<file path="src/rtl/weave_uart_rx.sv">
// 8N1 UART receiver: two-flop synchroniser, mid-bit sampling FSM and a
// single-entry valid/ready output register with sticky frame/overrun flags.
module weave_uart_rx #(
    parameter int CLKS_PER_BIT = 16
) (
    input  logic       clk,
    input  logic       rst_n,
    input  logic       rx,
    output logic [7:0] rx_data,
    output logic       rx_valid,
    input  logic       rx_ready,
    output logic       frame_err,
    output logic       overrun,
    input  logic       err_clr,
    output logic       busy
);

    localparam int CW = $clog2(CLKS_PER_BIT);
    localparam logic [CW-1:0] BIT_RELOAD  = CW'(CLKS_PER_BIT - 1);
    localparam logic [CW-1:0] HALF_RELOAD = CW'(CLKS_PER_BIT / 2 - 1);
    localparam logic [CW-1:0] CNT_ONE     = CW'(1);

    typedef enum logic [2:0] {
        S_IDLE,
        S_START,
        S_DATA,
        S_STOP,
        S_BREAK
    } state_t;

    logic [1:0]    sync_q, sync_d;
    state_t        state_q, state_d;
    logic [CW-1:0] cnt_q, cnt_d;
    logic [2:0]    bit_q, bit_d;
    logic [7:0]    shift_q, shift_d;
    logic [7:0]    data_q, data_d;
    logic          valid_q, valid_d;
    logic          ferr_q, ferr_d;
    logic          ovr_q, ovr_d;

    logic rx_s;
    logic tick;
    logic complete;
    logic stop_bad;

    assign rx_s = sync_q[1];
    assign tick = (cnt_q == '0);

    always_comb begin
        sync_d = {sync_q[0], rx};
    end

    // Sampling FSM: counter reloads at every bit boundary so it never wraps.
    always_comb begin
        state_d  = state_q;
        cnt_d    = cnt_q;
        bit_d    = bit_q;
        shift_d  = shift_q;
        complete = 1'b0;
        stop_bad = 1'b0;
        case (state_q)
            S_IDLE: begin
                if (!rx_s) begin
                    state_d = S_START;
                    cnt_d   = HALF_RELOAD;
                end
            end
            S_START: begin
                if (tick) begin
                    if (rx_s) begin
                        state_d = S_IDLE;
                    end else begin
                        state_d = S_DATA;
                        bit_d   = 3'd0;
                        cnt_d   = BIT_RELOAD;
                    end
                end else begin
                    cnt_d = cnt_q - CNT_ONE;
                end
            end
            S_DATA: begin
                if (tick) begin
                    shift_d = {rx_s, shift_q[7:1]};
                    cnt_d   = BIT_RELOAD;
                    if (bit_q == 3'd7) begin
                        state_d = S_STOP;
                    end else begin
                        bit_d = bit_q + 3'd1;
                    end
                end else begin
                    cnt_d = cnt_q - CNT_ONE;
                end
            end
            S_STOP: begin
                if (tick) begin
                    if (rx_s) begin
                        complete = 1'b1;
                        state_d  = S_IDLE;
                    end else begin
                        stop_bad = 1'b1;
                        state_d  = S_BREAK;
                    end
                end else begin
                    cnt_d = cnt_q - CNT_ONE;
                end
            end
            S_BREAK: begin
                if (rx_s) begin
                    state_d = S_IDLE;
                end
            end
            default: begin
                state_d = S_IDLE;
            end
        endcase
    end

    // Output register: a completing byte overrides consumption; set beats clear.
    always_comb begin
        data_d  = data_q;
        valid_d = valid_q;
        ferr_d  = ferr_q;
        ovr_d   = ovr_q;
        if (valid_q && rx_ready) begin
            valid_d = 1'b0;
        end
        if (err_clr) begin
            ferr_d = 1'b0;
            ovr_d  = 1'b0;
        end
        if (complete) begin
            data_d  = shift_q;
            valid_d = 1'b1;
            if (valid_q && !rx_ready) begin
                ovr_d = 1'b1;
            end
        end
        if (stop_bad) begin
            ferr_d = 1'b1;
        end
    end

    always_ff @(posedge clk or negedge rst_n) begin
        if (!rst_n) begin
            sync_q  <= 2'b11;
            state_q <= S_IDLE;
            cnt_q   <= '0;
            bit_q   <= 3'd0;
            shift_q <= 8'd0;
            data_q  <= 8'd0;
            valid_q <= 1'b0;
            ferr_q  <= 1'b0;
            ovr_q   <= 1'b0;
        end else begin
            sync_q  <= sync_d;
            state_q <= state_d;
            cnt_q   <= cnt_d;
            bit_q   <= bit_d;
            shift_q <= shift_d;
            data_q  <= data_d;
            valid_q <= valid_d;
            ferr_q  <= ferr_d;
            ovr_q   <= ovr_d;
        end
    end

    assign rx_data   = data_q;
    assign rx_valid  = valid_q;
    assign frame_err = ferr_q;
    assign overrun   = ovr_q;
    assign busy      = (state_q != S_IDLE);

endmodule

</file>
<file path="config.mk">
export PLATFORM = sky130hd
export DESIGN_NAME = weave_uart_rx
export DESIGN_NICKNAME = d
export VERILOG_FILES = /design/src/rtl/weave_uart_rx.sv
export SDC_FILE = /design/constraint.sdc
export NUM_CORES = 1
export LEC_CHECK = 0
export ABC_AREA = 1
export CORE_MARGIN = 2
export CORE_UTILIZATION = 50
export CTS_CLUSTER_SIZE = 8
export DETAILED_ROUTE_END_ITERATION = 7
export PLACE_DENSITY = 0.72
export SLEW_MARGIN = 20
export SYNTH_ARGS = -nofsm -noshare
export SYNTH_HDL_FRONTEND = slang
export SYNTH_SLANG_ARGS = --single-unit
</file>
<file path="constraint.sdc">
create_clock -name clk -period 1.8 [get_ports clk]
set_clock_uncertainty 0.15 [all_clocks]
set_input_delay 0.27 -clock clk [delete_from_list [all_inputs] [get_ports clk]]
set_output_delay 0.27 -clock clk [all_outputs]
set_load 0.03 [all_outputs]
</file>
### After elaboration in Yosys (flattened, before gate mapping)

Cells that the tools add are included.

| word-level totals | value |
|---|---|
| register bits | 31 |
| latch bits | 0 |
| bits in writable memories | 0 |
| ROM bits | 0 |
| bits of input ports | 5 |
| output and inout port bits | 12 |
| logic and storage cells | 73 |
| memories kept | 0 |

| cells by class | value |
|---|---|
| add/subtract/negate cells | 2 |
| $mul | 0 |
| div/mod/pow operators | 0 |
| magnitude comparators | 0 |
| equality and inequality tests | 15 |
| shift operators | 0 |
| mux-type cells | 33 |
| bitwise operators | 0 |
| reduce and logical (&&, ||, !) cells | 14 |

Operators by type and width:

| operator | number |
|---|---|
| 2-to-1 mux 3 bit | 11 |
| 2-to-1 mux 4 bit | 5 |
| inequality test 2 bit (second input constant) | 9 |
| case mux 4 bit (4 select lines) | 1 |
| case mux 3 bit (5 select lines) | 1 |
| 2-to-1 mux 1 bit | 13 |
| == test 3 x 2 -> 1 bit (second input constant) | 2 |
| == test 3 bit (second input constant) | 2 |
| case mux 3 bit (2 select lines) | 1 |
| AND reduction 6 bit | 1 |
| nonzero test 2 bit | 3 |
| AND reduction 5 bit | 1 |
| zero test 4 bit | 1 |
| AND reduction 4 bit | 1 |
| nonzero test 4 bit | 1 |
| subtractor 4 x 1 -> 4 bit (second input constant) | 1 |
| adder 3 x 1 -> 3 bit (second input constant) | 1 |
| == test 3 x 1 -> 1 bit (second input constant) | 1 |
| zero test 3 bit | 1 |
| inequality test 3 bit (second input constant) | 1 |
| nonzero test 3 bit | 1 |
| logical AND 1 bit | 2 |
| 2-to-1 mux 2 bit | 1 |
| AND reduction 2 bit | 1 |
| zero test 1 bit | 1 |

### Logic depth before layout (Yosys ltp)

| logic depth | value |
|---|---|
| depth after elaboration | 4 |
| gate-level depth with buffers | 8 |
| gate-level depth less buffers | 8 |

### Least setup slack after synthesis

No wires, ideal clock.

| timing path | value |
|---|---|
| path type | flip-flop to flip-flop |
| start point | register cnt_q[0] |
| end point | register data_q[0], in the netlist rx_data[0] |
| library setup time | 0.118 ns |
| data arrival time | 1.209 ns |
| data required time | 1.532 ns |
| path slack | 0.323 ns |
| stages on the path, launching flop included | 9 |
| period minus slack after synthesis | 1.477 ns |
| cells stage by stage | dfrtp_1 > inv_1 > ha_1 > nand2_2 > nor2_4 > nand2_4 > buf_6 > nand2_1 > nand2_1 |

| between the ends | value |
|---|---|
| longest elaborated chain between the ends | 3 |

RTL lines:

| item | RTL line | text |
|---|---|---|
| start, declared | 33 | `logic [CW-1:0] cnt_q, cnt_d;` |
| start signal, assigned | 157 | `cnt_q <= cnt_d;` |
| zero test 4 bit | 47 | `assign tick = (cnt_q == '0);` |
| 2-to-1 mux 1 bit | 95 | `if (tick) begin` |
| 2-to-1 mux 1 bit | 61 | `case (state_q)` |
| end signal, assigned | 160 | `data_q <= data_d;` |
| end, declared | 36 | `logic [7:0] data_q, data_d;` |

No other way between the ends.
A chain may end at the register's enable or synchronous reset.

### Worst setup path after layout

| timing path | value |
|---|---|
| start point | register state_q[1] |
| end point | output busy |

| between the ends | value |
|---|---|
| longest elaborated chain between the ends | 1 |

RTL lines:

| item | RTL line | text |
|---|---|---|
| start, declared | 32 | `state_t state_q, state_d;` |
| start signal, assigned | 156 | `state_q <= state_d;` |
| nonzero test 3 bit | 171 | `assign busy = (state_q != S_IDLE);` |
| end, declared | 15 | `output logic busy` |

No other way between the ends.

==> metrics <==
worst skew pair latency 340 ps; wire per inst 12.2 um; synthesized instance count 171; Flop pwr share 44.7%; Slew Limit Headroom 74.5%; FFs w/ async S/R, synth 100%; max-cap violations 0; yosys warns 0; grt ovf 0; switching power 0.759 mW; Placeable Area 0.00278 sq mm; synthesis-stage register bit count 31; Die Ht 58.5 um; fin crit share 88.3%; commonest cells after routing, fill and taps aside 54 x nand2_1, 29 x dfrtp_1, 19 x inv_1; outcome finished clean; drt drc 0; setup repair after global routing missed its margin no; die width 58.5 um; Seq/Total Area, Yosys 52.4%; Int Pwr 1.17 mW; initial antenna violation count 0; register area 778 sq um; TritonCTS Sinks 31; syn nets 180; final hold vios 0; Slew @ Worst Pin 382 ps; routed wire length 2.76 mm; Critical Path Source Type flop; Yosys cell types 20; Starting DRT DRC Count 69; Final HPWL DP 1.96 mm; Sw Share 39.4%; arrival time of the worst setup path 1170 ps; Placer Congestion 0.878; Setup CP Type reg2out; Synth-to-Final Area Change 15.8%; GRT Total Usage 19.1%; DR vias 1187; Ports 17; Routed Antenna Nets 0; layout net count 204; CTS tree built; Period minus WS final 1590 ps; first-pass GRT wire length 4.79 mm; number of synthesized flops with an enable pin 0; layout cells sized above 1 17.3%; worst path required time 1380 ps; fillcell total 232; Clock power frac 20.2%; htree depth 2; vias per cell 5.23; Synth Area per Inst 8.69 sq um; clk root buf clkbuf_4; Site Rows 19; Crit. End Element primary output; area occupied by multi-input gates 602 sq um; Netlist Area Pre-Place 0.00149 sq mm; Logic pwr share 35.1%; setup TNS 0 ps; Reg clk slew, reported paths 100 ps; min-delay worst type in2async; overall power 1.93 mW; Final setup viols 0; Final Max Slew Viols 0; top_reg_cell synth dfrtp_1; CTS Buf Count 5; clock buffer depth 2; Crit Path Max Fanout 5; initial core utilization 53.4%; full die area 0.00342 sq mm; commonest non-fill, non-tap cell in the layout nand2_1; vias in the first global route 1126; maximum VDD drop 727 uV; Leakage 0.927 nW; pwr/cell area 1120 mW/mm^2; CTS Hold Bufs 0; DR pass1 iterations 4; max frequency 629 MHz; n_diodes 0; IO Port Bufs 16; largest net degree at the start of global routing 32
==> stage by stage <==
step	setup slack, ps	area (sq um)	hold slack (ps)	cells	util (%)
2_1_floorplan	323	1490	-176	171	-
3_3_place_gp	184	1680	196	219	60.5
3_5_place_dp	120	1680	197	219	60.5
4_1_cts	0.931	1720	151	227	61.9
5_1_grt	45.2	1720	164	227	61.8
6_report	211	1720	149	227	61.8
==> worst max-delay path, cell delays in order, from the launching register on <==
cell and delay [ps]:
dfrtp_1 460, inv_1 110, nand2_1 70, clkbuf_2 190
==> layout make-up <==
class / instances / share of cell area, %
sequential: 31 / 45.3
inverter: 22 / 4.80
clock inverter: 1 / 0.291
tap: 31 / 2.26
multi-input combinational: 116 / 35.0
clock buffer: 7 / 2.62
timing repair buffer: 19 / 9.75
==> power by group through the flow <==
stage / combinational, mW / clock [mW] / sequential [mW]
after CTS: 0.678 / 0.413 / 0.861
after detailed placement: 0.686 / 0 / 0.872
after global routing: 0.761 / 0.442 / 0.872
after floorplan: 0.497 / 0 / 0.878
final: 0.677 / 0.389 / 0.861
after global placement: 0.656 / 0 / 0.867
==> per-layer routing <==
layer / up-vias / part of all wire, % / GRT usage [%] / wire length [um]
met5: - / 0 / 0 / 0
li1: 591 / - / - / -
met3: 8 / 5.6 / 7.69 / 154
met4: 0 / 2.3 / 8.97 / 64
met2: 26 / 46 / 29.9 / 1270
met1: 562 / 46 / 22.9 / 1280
==> path summary, 6_finish.rpt <==
| kind | from | to | slack [ps] | depth (start not counted) |
|---|---|---|---|---|
| max | state_q[1] | busy | 210 | 3 |
| min | rst_n | bit_q[2] | 150 | 2 |
| max reg2reg | cnt_q[0] | shift_q[2] | 220 | 7 |
| min reg2reg | sync_q[0] | sync_q[1] | 210 | 0 |
| max in group asynchronous | rst_n | sync_q[0] | 1020 | 2 |
| min in group clk | rx | sync_q[0] | 190 | 1 |
==> cells in the mapped netlist (2+ instances only) <==
| master | n | area share (%) |
|---|---|---|
| nand2_1 | 54 | 14 |
| dfrtp_1 | 29 | 49 |
| inv_1 | 19 | 4.8 |
| nand3_1 | 12 | 4.0 |
| nor2_1 | 9 | 2.3 |
| o21ai_1 | 9 | 3.0 |
| o21ai_2 | 7 | 4.1 |
| ha_1 | 4 | 3.4 |
| nand2_2 | 4 | 1.7 |
| nand4_1 | 4 | 1.7 |
| nor2_2 | 4 | 1.7 |
| o21ai_0 | 4 | 1.3 |
| inv_2 | 3 | 0.76 |
| buf_6 | 2 | 1.5 |
| dfstp_2 | 2 | 3.5 |
==> flip-flops by register name, indices dropped and copies added (netlist names) <==
signal     cells
bit_q          3
cnt_q          4
frame_err      1
overrun        1
rx_data        8
rx_valid       1
shift_q        8
state_q        3
sync_q         2
==> repair_timing <==
action                     CTS  global route
setup buffers                0             0
resized for setup           11             3
setup endpoints to repair   11             2
hold endpoints to repair     0             0
==> logic make-up after synthesis <==
logic type               count (synthesis)  share of synthesized area [%]
AO/OA/AOI/OAI                           21                           9.35
XOR/XNOR                                 1                          0.590
adder cells (fa/ha/maj)                  4                           3.37
buffers and inverters                   24                           7.08
flip-flops                              31                           52.4
AND/OR/NAND/NOR                         90                           27.2
Power figures use the tool's default switching activity.
